File: src/rtl/npu_pkg.sv
`default_nettype none
// ============================================================================
// Module      : npu_pkg
// Description : Shared NPU constants (default pixel width, image size and
//               window size) and the window element bit-offset helper.
// Revision    : 1.0 - initial release
// ============================================================================
package npu_pkg;

   localparam int DEF_DATA_W = 8;
   localparam int DEF_IMG_W  = 28;
   localparam int DEF_IMG_H  = 28;
   localparam int DEF_K      = 3;

   // Bit offset of window element (r,c) in a flattened K*K window;
   // r=0 is the oldest line, c=0 the leftmost column.
   function automatic int win_offset(input int r, input int c,
                                     input int k, input int data_w);
      return (r * k + c) * data_w;
   endfunction

endpackage
`default_nettype wire

File: src/rtl/line_delay.sv
`default_nettype none
// ============================================================================
// Module      : line_delay
// Description : Enabled shift register, DEPTH entries of WIDTH bits, with a
//               single output tap at the oldest entry. Used as one image
//               line of delay when DEPTH equals the image width.
// Ports       : clk  - clock
//               rst  - asynchronous active-high reset
//               en   - shift enable (one entry per enabled cycle)
//               din  - value shifted in
//               dout - value shifted in DEPTH enabled cycles ago
// Revision    : 1.0 - initial release
// ============================================================================
module line_delay #(
   parameter int DEPTH = 28,
   parameter int WIDTH = 8
) (
   input  logic             clk,
   input  logic             rst,
   input  logic             en,
   input  logic [WIDTH-1:0] din,
   output logic [WIDTH-1:0] dout
);

   logic [WIDTH-1:0] sr_q [DEPTH];
   logic [WIDTH-1:0] sr_d [DEPTH];

   always_comb begin
      sr_d = sr_q;
      if (en) begin
         sr_d[0] = din;
         for (int i = 1; i < DEPTH; i++) begin
            sr_d[i] = sr_q[i-1];
         end
      end
   end

   always_ff @(posedge clk or posedge rst) begin
      if (rst) begin
         for (int i = 0; i < DEPTH; i++) begin
            sr_q[i] <= '0;
         end
      end else begin
         sr_q <= sr_d;
      end
   end

   assign dout = sr_q[DEPTH-1];

endmodule
`default_nettype wire

File: src/rtl/conv_window_buffer.sv
`default_nettype none
// ============================================================================
// Module      : conv_window_buffer
// Description : Streaming KxK sliding-window generator. Accepts one raster-
//               order pixel per handshake, keeps K-1 previous lines in
//               delay lines and presents a full KxK window (registered,
//               valid/ready) for every valid output position.
// Ports       : clk, rst            - clock, async active-high reset
//               in_valid/in_data    - pixel input
//               in_ready            - pixel can be accepted this cycle
//               win_valid/win_ready - window output handshake
//               win_data            - KxK window, element (r,c) at
//                                     [(r*K+c)*DATA_W +: DATA_W]
//               win_row/win_col     - top-left coordinate of the window
//               frame_done          - pulse after last pixel of a frame
// Revision    : 1.0 - initial release
// ============================================================================
module conv_window_buffer
   import npu_pkg::*;
#(
   parameter int DATA_W = DEF_DATA_W,
   parameter int IMG_W  = DEF_IMG_W,
   parameter int IMG_H  = DEF_IMG_H,
   parameter int K      = DEF_K
) (
   input  logic                     clk,
   input  logic                     rst,
   input  logic                     in_valid,
   input  logic [DATA_W-1:0]        in_data,
   output logic                     in_ready,
   output logic                     win_valid,
   input  logic                     win_ready,
   output logic [K*K*DATA_W-1:0]    win_data,
   output logic [$clog2(IMG_H)-1:0] win_row,
   output logic [$clog2(IMG_W)-1:0] win_col,
   output logic                     frame_done
);

   localparam int COL_W = $clog2(IMG_W);
   localparam int ROW_W = $clog2(IMG_H);

   logic [COL_W-1:0]  col_q, col_d;
   logic [ROW_W-1:0]  row_q, row_d;
   logic [DATA_W-1:0] win_q [K][K];
   logic [DATA_W-1:0] win_d [K][K];
   logic              win_valid_q, win_valid_d;
   logic [ROW_W-1:0]  win_row_q, win_row_d;
   logic [COL_W-1:0]  win_col_q, win_col_d;
   logic              frame_done_q, frame_done_d;

   logic [DATA_W-1:0] line_in  [K-1];
   logic [DATA_W-1:0] line_out [K-1];

   logic accept;
   logic last_col;
   logic last_row;
   logic emit;

   // Ready depends only on the output register state, never on in_valid.
   assign in_ready = !win_valid_q || win_ready;
   assign accept   = in_valid && in_ready;
   assign last_col = (col_q == COL_W'(IMG_W - 1));
   assign last_row = (row_q == ROW_W'(IMG_H - 1));
   assign emit     = (row_q >= ROW_W'(K - 1)) && (col_q >= COL_W'(K - 1));

   // Chained line delays: line j output is the same column j+1 rows back.
   generate
      for (genvar j = 0; j < K - 1; j++) begin : g_line
         if (j == 0) begin : g_first
            assign line_in[j] = in_data;
         end else begin : g_chain
            assign line_in[j] = line_out[j-1];
         end

         line_delay #(
            .DEPTH (IMG_W),
            .WIDTH (DATA_W)
         ) u_line_delay (
            .clk  (clk),
            .rst  (rst),
            .en   (accept),
            .din  (line_in[j]),
            .dout (line_out[j])
         );
      end
   endgenerate

   always_comb begin
      col_d        = col_q;
      row_d        = row_q;
      win_d        = win_q;
      win_valid_d  = win_valid_q;
      win_row_d    = win_row_q;
      win_col_d    = win_col_q;
      frame_done_d = 1'b0;

      if (accept) begin
         if (last_col) begin
            col_d = '0;
            row_d = last_row ? '0 : row_q + 1'b1;
         end else begin
            col_d = col_q + 1'b1;
         end

         for (int r = 0; r < K; r++) begin
            for (int c = 0; c < K - 1; c++) begin
               win_d[r][c] = win_q[r][c+1];
            end
         end
         // New rightmost column: newest pixel at the bottom, oldest line on top.
         win_d[K-1][K-1] = in_data;
         for (int j = 0; j < K - 1; j++) begin
            win_d[K-2-j][K-1] = line_out[j];
         end

         frame_done_d = last_col && last_row;
      end

      if (accept && emit) begin
         win_valid_d = 1'b1;
         win_row_d   = row_q - ROW_W'(K - 1);
         win_col_d   = col_q - COL_W'(K - 1);
      end else if (win_ready) begin
         win_valid_d = 1'b0;
      end
   end

   always_ff @(posedge clk or posedge rst) begin
      if (rst) begin
         col_q        <= '0;
         row_q        <= '0;
         win_valid_q  <= 1'b0;
         win_row_q    <= '0;
         win_col_q    <= '0;
         frame_done_q <= 1'b0;
         for (int r = 0; r < K; r++) begin
            for (int c = 0; c < K; c++) begin
               win_q[r][c] <= '0;
            end
         end
      end else begin
         col_q        <= col_d;
         row_q        <= row_d;
         win_q        <= win_d;
         win_valid_q  <= win_valid_d;
         win_row_q    <= win_row_d;
         win_col_q    <= win_col_d;
         frame_done_q <= frame_done_d;
      end
   end

   generate
      for (genvar r = 0; r < K; r++) begin : g_out_row
         for (genvar c = 0; c < K; c++) begin : g_out_col
            assign win_data[win_offset(r, c, K, DATA_W) +: DATA_W] = win_q[r][c];
         end
      end
   endgenerate

   assign win_valid  = win_valid_q;
   assign win_row    = win_row_q;
   assign win_col    = win_col_q;
   assign frame_done = frame_done_q;

endmodule
`default_nettype wire
File: config.mk
export PLATFORM = sky130hd
export DESIGN_NAME = conv_window_buffer
export DESIGN_NICKNAME = d
export VERILOG_FILES = /design/src/rtl/npu_pkg.sv /design/src/rtl/line_delay.sv /design/src/rtl/conv_window_buffer.sv
export SDC_FILE = /design/constraint.sdc
export NUM_CORES = 1
export LEC_CHECK = 0
export BUFFER_PORTS_ARGS = -buffer_cell sky130_fd_sc_hd__buf_2
export CELL_PAD_IN_SITES_DETAIL_PLACEMENT = 0
export CELL_PAD_IN_SITES_GLOBAL_PLACEMENT = 2
export CORE_MARGIN = 2
export CORE_UTILIZATION = 31
export DETAILED_ROUTE_END_ITERATION = 10
export PLACE_DENSITY = 0.7
export SLEW_MARGIN = 25
export SYNTH_ARGS = -nofsm -noshare
export SYNTH_HDL_FRONTEND = slang
export SYNTH_SLANG_ARGS = --single-unit
File: constraint.sdc
create_clock -name clk -period 30.3 [get_ports clk]
set_input_delay 6.06 -clock clk [delete_from_list [all_inputs] [get_ports clk]]
set_output_delay 6.06 -clock clk [all_outputs]
set_load 0.01 [all_outputs]
==> metrics.md, run 1 <==
| Metric | Value |
|---|---|
| Final WL | 36.4 mm |
| CTS root buf | clkbuf_16 |
| Hold-fix buffers, CTS | 0 |
| Initial Util | 31.2% |
| TritonCTS clock tree | yes |
| Die Ht | 253 um |
| Syn_nets | 2177 |
| RD Place Congestion | 0.672 |
| Status | complete, no violations |
| Die Span X | 253 um |
| Final Hold Fails | 0 |
| Unrepaired setup endpoints after global routing | false |
| Setup total negative slack | 0 ns |
| Worst-skew pair later-pin latency | 0.59 ns |
| Layout cells sized above 1 | 9.35% |
| Gate count after technology mapping | 2157 |
| Placed cell count | 2897 |
| Clock transition at path regs | 0.06 ns |
| Cell taking the most area after synthesis | dfrtp_1 |
| VDD IR-drop max | 0.0406 mV |
| Core ar. | 61500 um^2 |
| GRT overflow | 0 |
| Crit path max fanout | 6 |
| Worst setup EP type | output port |
| Skew final | 0.0170 ns |
| WL/cell | 12.1 um |
| Vias per Instance | 4.33 |
| Post-synthesis cell area | 19200 um^2 |
| Initial antenna violation count | 0 |
| Final Net Count | 2184 |
| Final Setup Violations | 0 |
| Ports | 97 |
| Arrival time worst endpoint | 6.58 ns |
| Die area | 63900 um^2 |
| Via Count | 13000 |
| DRC Markers | 0 |
| Standard-cell rows | 91 |
| Synth unique cells | 30 |
| WHS Path Cells | 2 |
| All-Layer GR Usage | 11.8% |
| Post-CTS Setup Inserts | 0 |
| Vias in the first global route | 13200 |
| Synthesized area per cell | 8.89 um^2 |
| Worst R2R Setup Slack | 26.93 ns |
| Yosys reg bits | 494 |
| Critical path class | in2out |
| Leak Pwr | 12.4 nW |
| Area growth syn-to-layout | 13.2% |
| Worst EP required | 24.24 ns |
| Final ANT Viol Nets | 0 |
| First-pass GRT wire length | 64.2 mm |
| F_max | 79.1 MHz |
| CTS Buffer Depth | 3 |
| Largest net degree at the start of global routing | 231 |
| PwrDens | 79.7 nW/um^2 |
| CTS Buf Count | 54 |
| Register Area | 12400 um^2 |
| DR iter-0 viols | 884 |
| Synth warn | 0 |
| Worst min-delay path class | reg2reg |
| Htree depth | 2 |
| Worst slew pin tran | 0.966 ns |
| Antenna cells | 0 |
| Post-Place Cell Area | 19800 um^2 |
| Share of the clock period used by the worst path | 41.7% |
| Register area share after synthesis | 64.5% |
| Area of the multi-input gates | 5860 um^2 |
| Synth top area share | 64.5% |
| Fin area | 21700 um^2 |
| Worst setup SP type | input pin |
| PostCTS Resize Cnt | 0 |
| Pins Over Slew Limit | 0 |
| Final HPWL DP | 18.8 mm |
| Area contributors post-synth | dfrtp_1 64%, nand2_1 28%, buf_2 2.7%, buf_4 1.9%, o21ai_0 0.63% |
| Fill cells | 6407 |
| Max Cap Viol | 0 |
| Number of buffers added on ports | 96 |
| Hold_ws | 0.456 ns |
| Tot Pwr | 1.73 mW |
| Clock sinks | 494 |
| R2R depth | 6 |
| Final cell count without fillers | 2994 |
| Max_slew headroom | 35.6% |
| 1st-pass router iterations | 4 |
| Min cycle time layout | 12.64 ns |
[placed cells by master (no fill, tap or decap), types with 4 or more instances in the layout]
cell type,n
nor2_1,7
mux2_2,4
buf_6,6
o21ai_0,24
nand2_1,1423
ha_1,8
buf_4,6
dfrtp_1,494
buf_2,96
clkbuf_1,11
inv_1,7
clkinv_2,4
clkbuf_8,20
clkbuf_16,54
[sequential cells by signal, summed over array words and instances (netlist names)]
name,flops
win_valid,1
win_col,5
g_line.u_line_delay.sr_q,432
col_q,5
win_data,24
g_line.u_line_delay.dout,16
frame_done,1
win_row,5
row_q,5
[routing by layer]
metal / up-vias / GRT usage (%) / part of all wire, %
li1: 6488 / - / -
met1: 6268 / 16.3 / 50
met2: 146 / 18.5 / 44
met3: 66 / 2.56 / 4.1
met4: 0 / 4.04 / 2.4
met5: - / 0 / 0
[final timing paths]
path / from / to
worst min register to register: g_line[0].u_line_delay.sr_q[22] / g_line[0].u_line_delay.sr_q[14]
max in group asynchronous: rst / g_line[0].u_line_delay.dout[4]
worst min-delay path: g_line[0].u_line_delay.sr_q[22] / g_line[0].u_line_delay.sr_q[14]
worst max register to register: win_valid / g_line[1].u_line_delay.sr_q[193]
min in group asynchronous: rst / g_line[0].u_line_delay.sr_q[211]
worst max-delay path: win_ready / in_ready
[cell families after synthesis]
| group | Yosys count | share of synthesized area (%) |
|---|---|---|
| simple gates | 1449 | 28.6 |
| mux | 4 | 0.235 |
| compound gates | 31 | 0.914 |
| buf+inv | 167 | 5.03 |
| flops | 494 | 64.5 |
| fa+ha+maj | 8 | 0.522 |
| xor+xnor | 4 | 0.183 |
[worst max-delay path, cell delays in order]
cell,delay [ns]
buf_2,0.10
nand2b_1,0.23
buf_2,0.19
[metrics by stage]
stage	setup WS, ns	utilization [%]
3_3_place_gp	17.66	32.3
4_1_cts	17.65	35.2
6_report	17.66	35.3
2_1_floorplan	10.45	-
5_1_grt	17.61	35.3
3_5_place_dp	17.65	32.3
[cells in the mapped netlist]
master	number
inv_1	8
xor2_1	2
o31ai_1	1
xnor2_1	2
o21ai_0	24
nor2b_1	2
nand4_1	2
mux2_2	4
or3b_1	1
buf_1	3
buf_4	48
buf_6	4
nor2_1	7
nand3_1	3
nand2_1	1424
and4b_1	2
nand2b_1	1
o22ai_2	1
clkbuf_1	2
buf_2	102
a21oi_1	3
ha_1	8
or3_1	1
or2_2	1
or3b_4	1
dfrtp_1	494
o32a_1	2
nor3_1	2
and2_1	1
nor2_2	1
[layout make-up]
cell class / count / area share [%]
well taps: 790 / 4.55
clock buffers: 85 / 7.68
inverters: 8 / 0.173
flip-flops and latches: 494 / 57.0
multi-input cells: 1496 / 27.0
repair buffers: 110 / 2.95
clock inverters: 11 / 0.697
[power breakdown]
group          switching [mW]  total [mW]  internal (mW)
clock network           0.263       0.664          0.401
logic                   0.148       0.219         0.0705
registers              0.0675       0.848          0.780
total                   0.479        1.73           1.25
Note: power is estimated with default switching activity, not from simulation.
==> inputs of run 2 (changes only) <==
ABC_AREA = 1   (was not set)
PLACE_DENSITY = 0.69   (was 0.7)
clock period = 11.7 ns   (was 30.3 ns; I/O delays follow)
==> metrics.md, run 2 <==
| Metric | Value |
|---|---|
| Status | complete, no violations |
| Top cells by count, synth | 545 x nand2_1, 494 x dfrtp_1, 457 x o21ai_0 |
| WL/cell | 12.9 um (+6.2%) |
| CTS root buf | clkbuf_16 |
| Critical path class | in2out |
| Hold-fix buffers, CTS | 0 (unchanged) |
| Share of the clock period used by the worst path | 43.4% |
| Max_slew headroom | 35.1% (-0.53 points) |
| GRT met2 Usage | 18.5% (-0.036 points) |
| Leak Pwr | 10.0 nW (-19%) |
| Worst min-delay path class | reg2reg |
| GRT overflow | 0 (unchanged) |
| Worst setup SP type | input pin |
| Slowest-stage cell, CP | buf_2 |
| CTS Buffer Depth | 3 (unchanged) |
| Largest net degree at the start of global routing | 255 (+10%) |
| Htree depth | 2 (unchanged) |
| Crit path launch | win_ready |
| VDD IR-drop max | 0.111 mV (+170%) |
| Top delay family on crit path | buffers and inverters |
| Area growth syn-to-layout | 13.1% |
| Final Net Count | 1985 (-9.1%) |
| Synth unique cells | 21 (-30%) |
| Ys async rst share | 100% (unchanged) |
| Synth warn | 0 (unchanged) |
| Yosys reg bits | 494 (unchanged) |
| Die area | 63100 um^2 (-1.1%) |
| Met3 Use GR | 2.82% (+0.25 points) |
| Min cycle time layout | 5.08 ns |
| TritonCTS clock tree | yes |
| Final Hold Fails | 0 (unchanged) |
| Antenna cells | 0 (unchanged) |
| Grt met1 use | 15.8% (-0.50 points) |
| Syn_nets | 1977 (-9.2%) |
| Worst-skew pair later-pin latency | 0.59 ns (about the same) |
| PwrDens | 261 nW/um^2 (+230%) |
| Arrival time worst endpoint | 2.74 ns (-3.84 ns) |
| Gate count after technology mapping | 1957 (-9.3%) |
| Core ar. | 60400 um^2 (-1.8%) |
| Standard-cell rows | 90 (-1.1%) |
| Worst EP required | 9.36 ns (-14.88 ns) |
| Vias in the first global route | 12300 (-6.5%) |
| Via Count | 12100 (-6.6%) |
| Max Cap Viol | 0 (unchanged) |
| Die Span X | 251 um (-0.56%) |
| Register area share after synthesis | 65.2% (+0.74 points) |
| Final WL | 35.9 mm (-1.3%) |
| DRC Markers | 0 (unchanged) |
| Layout cells sized above 1 | 9.99% (+0.64 points) |
| Post-synth EDFFs | 0 (unchanged) |
| Largest stage delay, worst path | 0.16 ns (-0.07 ns) |
| Final Setup Violations | 0 (unchanged) |
| CP Cell Sequence | buf_2 > inv_1 > nand2_2 > buf_2 |
| Final ANT Viol Nets | 0 (unchanged) |
| Final HPWL DP | 20.4 mm (+8.4%) |
| Worst slew pin tran | 0.974 ns (+0.00800 ns) |
| Area contributors post-synth | dfrtp_1 65%, o21ai_0 12%, nand2_1 11%, inv_1 4.9%, buf_4 2.0% |
| Most common cell after layout, fill and taps aside | nand2_1 |
| Skew final | 0.0165 ns (-0.000491 ns) |
| Largest register FFs | 432 (unchanged) |
| Setup total negative slack | 0 ns (unchanged) |
| All-Layer GR Usage | 11.7% (-0.15 points) |
| Ports | 97 (unchanged) |
| 1st-pass router iterations | 5 (+1) |
| Synth top area share | 65.2% (+0.74 points) |
| HP Start | win_col[2] |
| Post-synthesis cell area | 19000 um^2 (-1.1%) |
| Pins Over Slew Limit | 0 (unchanged) |
| Initial antenna violation count | 0 (unchanged) |
| RD Place Congestion | 0.715 (+6.4%) |
| Grt peak-use layer | met2 |
| RR Startpoint | win_valid |
| Worst setup EP type | output port |
| Crit path max fanout | 3 (-3) |
| Worst path bufs/invs | 3 (+1) |
| First-pass GRT wire length | 61.6 mm (-4.1%) |
| Fill cells | 6127 (-4.4%) |
| Initial Util | 31.4% (+0.22 points) |
| CTS Buf Count | 54 (unchanged) |
| Commonest register cell after synthesis | dfrtp_1 |
| Unrepaired setup endpoints after global routing | false |
| Post-CTS Setup Inserts | 0 (unchanged) |
| PostCTS Resize Cnt | 0 (unchanged) |
| Most common cell in the synthesized netlist | nand2_1 |
| DR iter-0 viols | 759 (-14%) |
| Synthesized area per cell | 9.69 um^2 (+9.0%) |
| Commonest non-fill, non-tap cells in the layout | 545 x nand2_1, 494 x dfrtp_1, 457 x o21ai_0 |
| Vias per Instance | 4.35 (+0.48%) |
| F_max | 197 MHz |
| Clock sinks | 494 (unchanged) |
| Cell taking the most area after synthesis | dfrtp_1 |
| Critical Path Most Common Cell | buf_2 |
| Die Ht | 251 um (-0.56%) |
| Most flop-heavy register | g_line.u_line_delay.sr_q |
| Clock transition at path regs | 0.06 ns (about the same) |
| Final Util | 35.5% (+0.21 points) |
| Number of buffers added on ports | 96 (unchanged) |
-- run 2: cell types whose count changed in the layout (fill, tap and decap cells not counted), sizes merged, moves of 3 or more --
cell / previous run / this run
xor2: 2 / 5
a21oi: 3 / 0
nand3: 3 / 14
mux2: 4 / 0
clkbuf: 85 / 80
inv: 10 / 245
o21ai: 24 / 465
nand2: 1424 / 547
nand4: 2 / 11
clkinv: 5 / 8
-- run 2: worst paths after layout --
path	to	slack (ns)	depth (start not counted)
setup / recovery	in_ready	6.62	4
hold / removal	win_col[2]	0.47	2
setup reg to reg	g_line[0].u_line_delay.sr_q[128]	8.39	5
hold reg to reg	win_col[2]	0.47	2
max in group asynchronous	win_data[23]	7.62	4
min in group asynchronous	g_line[0].u_line_delay.sr_q[195]	1.93	2
-- run 2: cell families (layout without fill, tap and decap cells) --
family | after synthesis | count (layout) | synth area share (%)
simple gates | 580 | 580 | 11.9
compound gates | 465 | 465 | 12.3
xor+xnor | 6 | 6 | 0.277
fa+ha+maj | 8 | 8 | 0.528
buf+inv | 404 | 449 | 9.85
flops | 494 | 494 | 65.2
-- run 2: layout make-up --
| cell class | count | area, um^2 | area share, % |
|---|---|---|---|
| clock inverters | 13 | 171 | 0.800 |
| well taps | 782 | 978 | 4.56 |
| multi-input cells | 1059 | 4740 | 22.1 |
| repair buffers | 110 | 629 | 2.94 |
| clock buffers | 80 | 1620 | 7.56 |
| flip-flops and latches | 494 | 12400 | 57.7 |
| inverters | 246 | 940 | 4.38 |
-- run 2: power breakdown --
group	leakage, nW	switching [mW]	internal (mW)	total [mW]
registers	6.68	0.326	2.42	2.75
logic	2.47	0.747	0.405	1.15
clock network	0.886	0.661	1.04	1.70
-- run 2: metal layers --
metal | part of all wire (%) | wire length (um) | vias up
li1 | - | - | 6077
met1 | 49 | 17600 | 5852
met4 | 2.2 | 780 | 0
met3 | 4.6 | 1640 | 50
met2 | 44 | 16000 | 137
met5 | 0 | 0 | -
-- run 2: worst min-delay path: stages (launching register included) --
cell     delay [ns]
dfrtp_1        0.34
nand2_1        0.05
nand2_1        0.05
-- run 2: metrics by stage --
stage	instances	total power [mW]	area, um^2	setup slack [ns]	hold slack (ns)
after floorplan	1957	3.65	19000	2.66	0.442
after global placement	2689	3.92	19600	6.16	0.457
after detailed placement	2689	3.96	19600	6.14	0.457
after CTS	2782	5.71	21400	6.62	0.474
after global routing	2784	6.05	21400	6.49	0.501
final	2784	5.60	21400	6.62	0.468
==> inputs of run 3 (changes only) <==
PLACE_DENSITY = 0.71   (was 0.69)
clock period = 4.4 ns   (was 11.7 ns; I/O delays follow)
==> metrics.md, run 3 (synthesized netlist as in run 2, its figures left out) <==
| Metric | Value |
|---|---|
| F_max | 402 MHz |
| VDD IR-drop max | 0.310 mV (+180%) |
| Final Net Count | 1987 (+0.10%) |
| Register Area | 12400 um^2 (unchanged) |
| DR iter-0 viols | 855 (+13%) |
| Post-Place Cell Area | 19700 um^2 (+0.52%) |
| Die Ht | 251 um (unchanged) |
| Clock transition at path regs | 0.06 ns (about the same) |
| Largest net degree at the start of global routing | 282 (+11%) |
| R2R depth | 6 (+1) |
| Critical path class | in2reg |
| Vias in the first global route | 12400 (+0.59%) |
| Clock sinks | 494 (unchanged) |
| Fin area | 21500 um^2 (+0.51%) |
| Skew final | 0.0193 ns (+0.00281 ns) |
| Final Hold Fails | 0 (unchanged) |
| Worst setup SP type | input pin |
| Share of the clock period used by the worst path | 56.5% |
| Final WL | 35.7 mm (-0.70%) |
| Arrival time worst endpoint | 2.93 ns (+0.19 ns) |
| PostCTS Resize Cnt | 0 (unchanged) |
| Most flop-heavy register | g_line.u_line_delay.sr_q |
| Final Setup Violations | 0 (unchanged) |
| First-pass GRT wire length | 62.0 mm (+0.62%) |
| Area of the multi-input gates | 4740 um^2 (unchanged) |
| Via Count | 12200 (+0.42%) |
| Ports | 97 (unchanged) |
| Status | complete, no violations |
| Max Cap Viol | 0 (unchanged) |
| DRC Markers | 0 (unchanged) |
| Worst-skew pair later-pin latency | 0.60 ns (about the same) |
| All-Layer GR Usage | 11.7% (+0.013 points) |
| Commonest non-fill, non-tap cells in the layout | 545 x nand2_1, 494 x dfrtp_1, 457 x o21ai_0 |
| Final ANT Viol Nets | 0 (unchanged) |
| Number of buffers added on ports | 96 (unchanged) |
| CTS Buffer Depth | 3 (unchanged) |
| Hold-fix buffers, CTS | 0 (unchanged) |
| Layout cells sized above 1 | 10.1% (+0.070 points) |
| Die area | 63100 um^2 (unchanged) |
| Post-CTS Setup Inserts | 0 (unchanged) |
| PwrDens | 697 nW/um^2 (+170%) |
| TritonCTS clock tree | yes |
| Unrepaired setup endpoints after global routing | false |
| Final Util | 35.7% (+0.18 points) |
| GRT overflow | 0 (unchanged) |
| Worst path bufs/invs | 4 (+1) |
| Worst EP required | 4.85 ns (-4.51 ns) |
| Min cycle time layout | 2.49 ns |
| Area growth syn-to-layout | 13.7% |
| Initial antenna violation count | 0 (unchanged) |
| Standard-cell rows | 90 (unchanged) |
| WL/cell | 12.8 um (-0.92%) |
| 1st-pass router iterations | 5 (unchanged) |
| Largest stage delay, worst path | 0.52 ns (+0.36 ns) |
| Max_slew headroom | 36.4% (+1.3 points) |
| Vias per Instance | 4.36 (+0.20%) |
| Top delay family on crit path | buffers and inverters |
| Die Span X | 251 um (unchanged) |
| Antenna cells | 0 (unchanged) |
| CTS root buf | clkbuf_16 |
| Leak Pwr | 10.1 nW (+0.41%) |
| Largest register FFs | 432 (unchanged) |
| Most common cell after layout, fill and taps aside | nand2_1 |
| CTS Buf Count | 55 (+1.9%) |
| Worst slew pin tran | 0.954 ns (-0.0202 ns) |
| Initial Util | 31.4% (unchanged) |
| Stages on worst setup path | 8 (+4) |
| Final HPWL DP | 20.4 mm (about the same) |
| Pins Over Slew Limit | 0 (unchanged) |
| Worst min-delay path class | in2async |
| Htree depth | 2 (unchanged) |
| Worst setup EP type | flip-flop |
| Hold_ws | 0.313 ns (-0.155 ns) |
| Slowest-stage cell, CP | clkinv_8 |
| Crit path max fanout | 144 (+141) |
| Core ar. | 60400 um^2 (unchanged) |
| CP Cell Sequence | buf_2 > inv_1 > nand2_2 > nand2_8 > clkinv_8 > buf_12 > nand2_1 > o21ai_0 |
| RD Place Congestion | 0.711 (-0.50%) |
| Fill cells | 6127 (unchanged) |
-- run 3: changes by cell type in the layout (fill, tap and decap cells not counted), sizes merged --
| cell | delta |
|---|---|
| buf | +1 |
| clkbuf | +4 |
| clkinv | -2 |
| inv | +3 |
-- run 3: path summary, 6_finish.rpt --
path / start / to / slack (ns)
min in group clk: g_line[1].u_line_delay.sr_q[77] / g_line[1].u_line_delay.sr_q[69] / 0.46
hold reg to reg: g_line[1].u_line_delay.sr_q[77] / g_line[1].u_line_delay.sr_q[69] / 0.46
max in group asynchronous: rst / g_line[0].u_line_delay.sr_q[207] / 2.95
setup reg to reg: win_valid / g_line[1].u_line_delay.sr_q[164] / 1.99
setup / recovery: win_ready / g_line[1].u_line_delay.sr_q[164] / 1.91
hold / removal: rst / g_line[0].u_line_delay.sr_q[158] / 0.31
-- run 3: per-stage QoR --
| stage | TNS [ns] | total power [mW] | std cells | setup WS, ns |
|---|---|---|---|---|
| final | 0 | 15.0 | 2790 | 1.91 |
| after global routing | 0 | 16.2 | 2790 | 1.73 |
| after CTS | 0 | 15.3 | 2789 | 1.98 |
| after detailed placement | 0 | 10.6 | 2691 | 1.33 |
| after global placement | 0 | 10.4 | 2691 | 1.37 |
| after floorplan | -1571.19 | 9.70 | 1957 | -3.18 |
-- run 3: metal layers --
| metal | routed length (um) | up-vias | global-route usage (%) |
|---|---|---|---|
| met1 | 18400 | 5885 | 16.8 |
| li1 | - | 6092 | - |
| met2 | 15200 | 133 | 17.8 |
| met4 | 727 | 0 | 3.79 |
| met5 | 0 | - | 0 |
| met3 | 1330 | 57 | 2.26 |
-- run 3: power breakdown --
group	switching (mW)	leakage (nW)	internal [mW]
Sequential	0.878	6.68	6.44
Clock	1.82	0.898	2.78
Combinational	1.99	2.50	1.10
Total	4.69	10.1	10.3
-- run 3: layout make-up --
type	instances	area share (%)
Clock inverter	14	0.900
Clock buffer	84	7.59
Timing Repair Buffer	111	3.25
Multi-Input combinational cell	1059	22.0
Inverter	246	4.36
Tap cell	782	4.54
Sequential cell	494	57.4
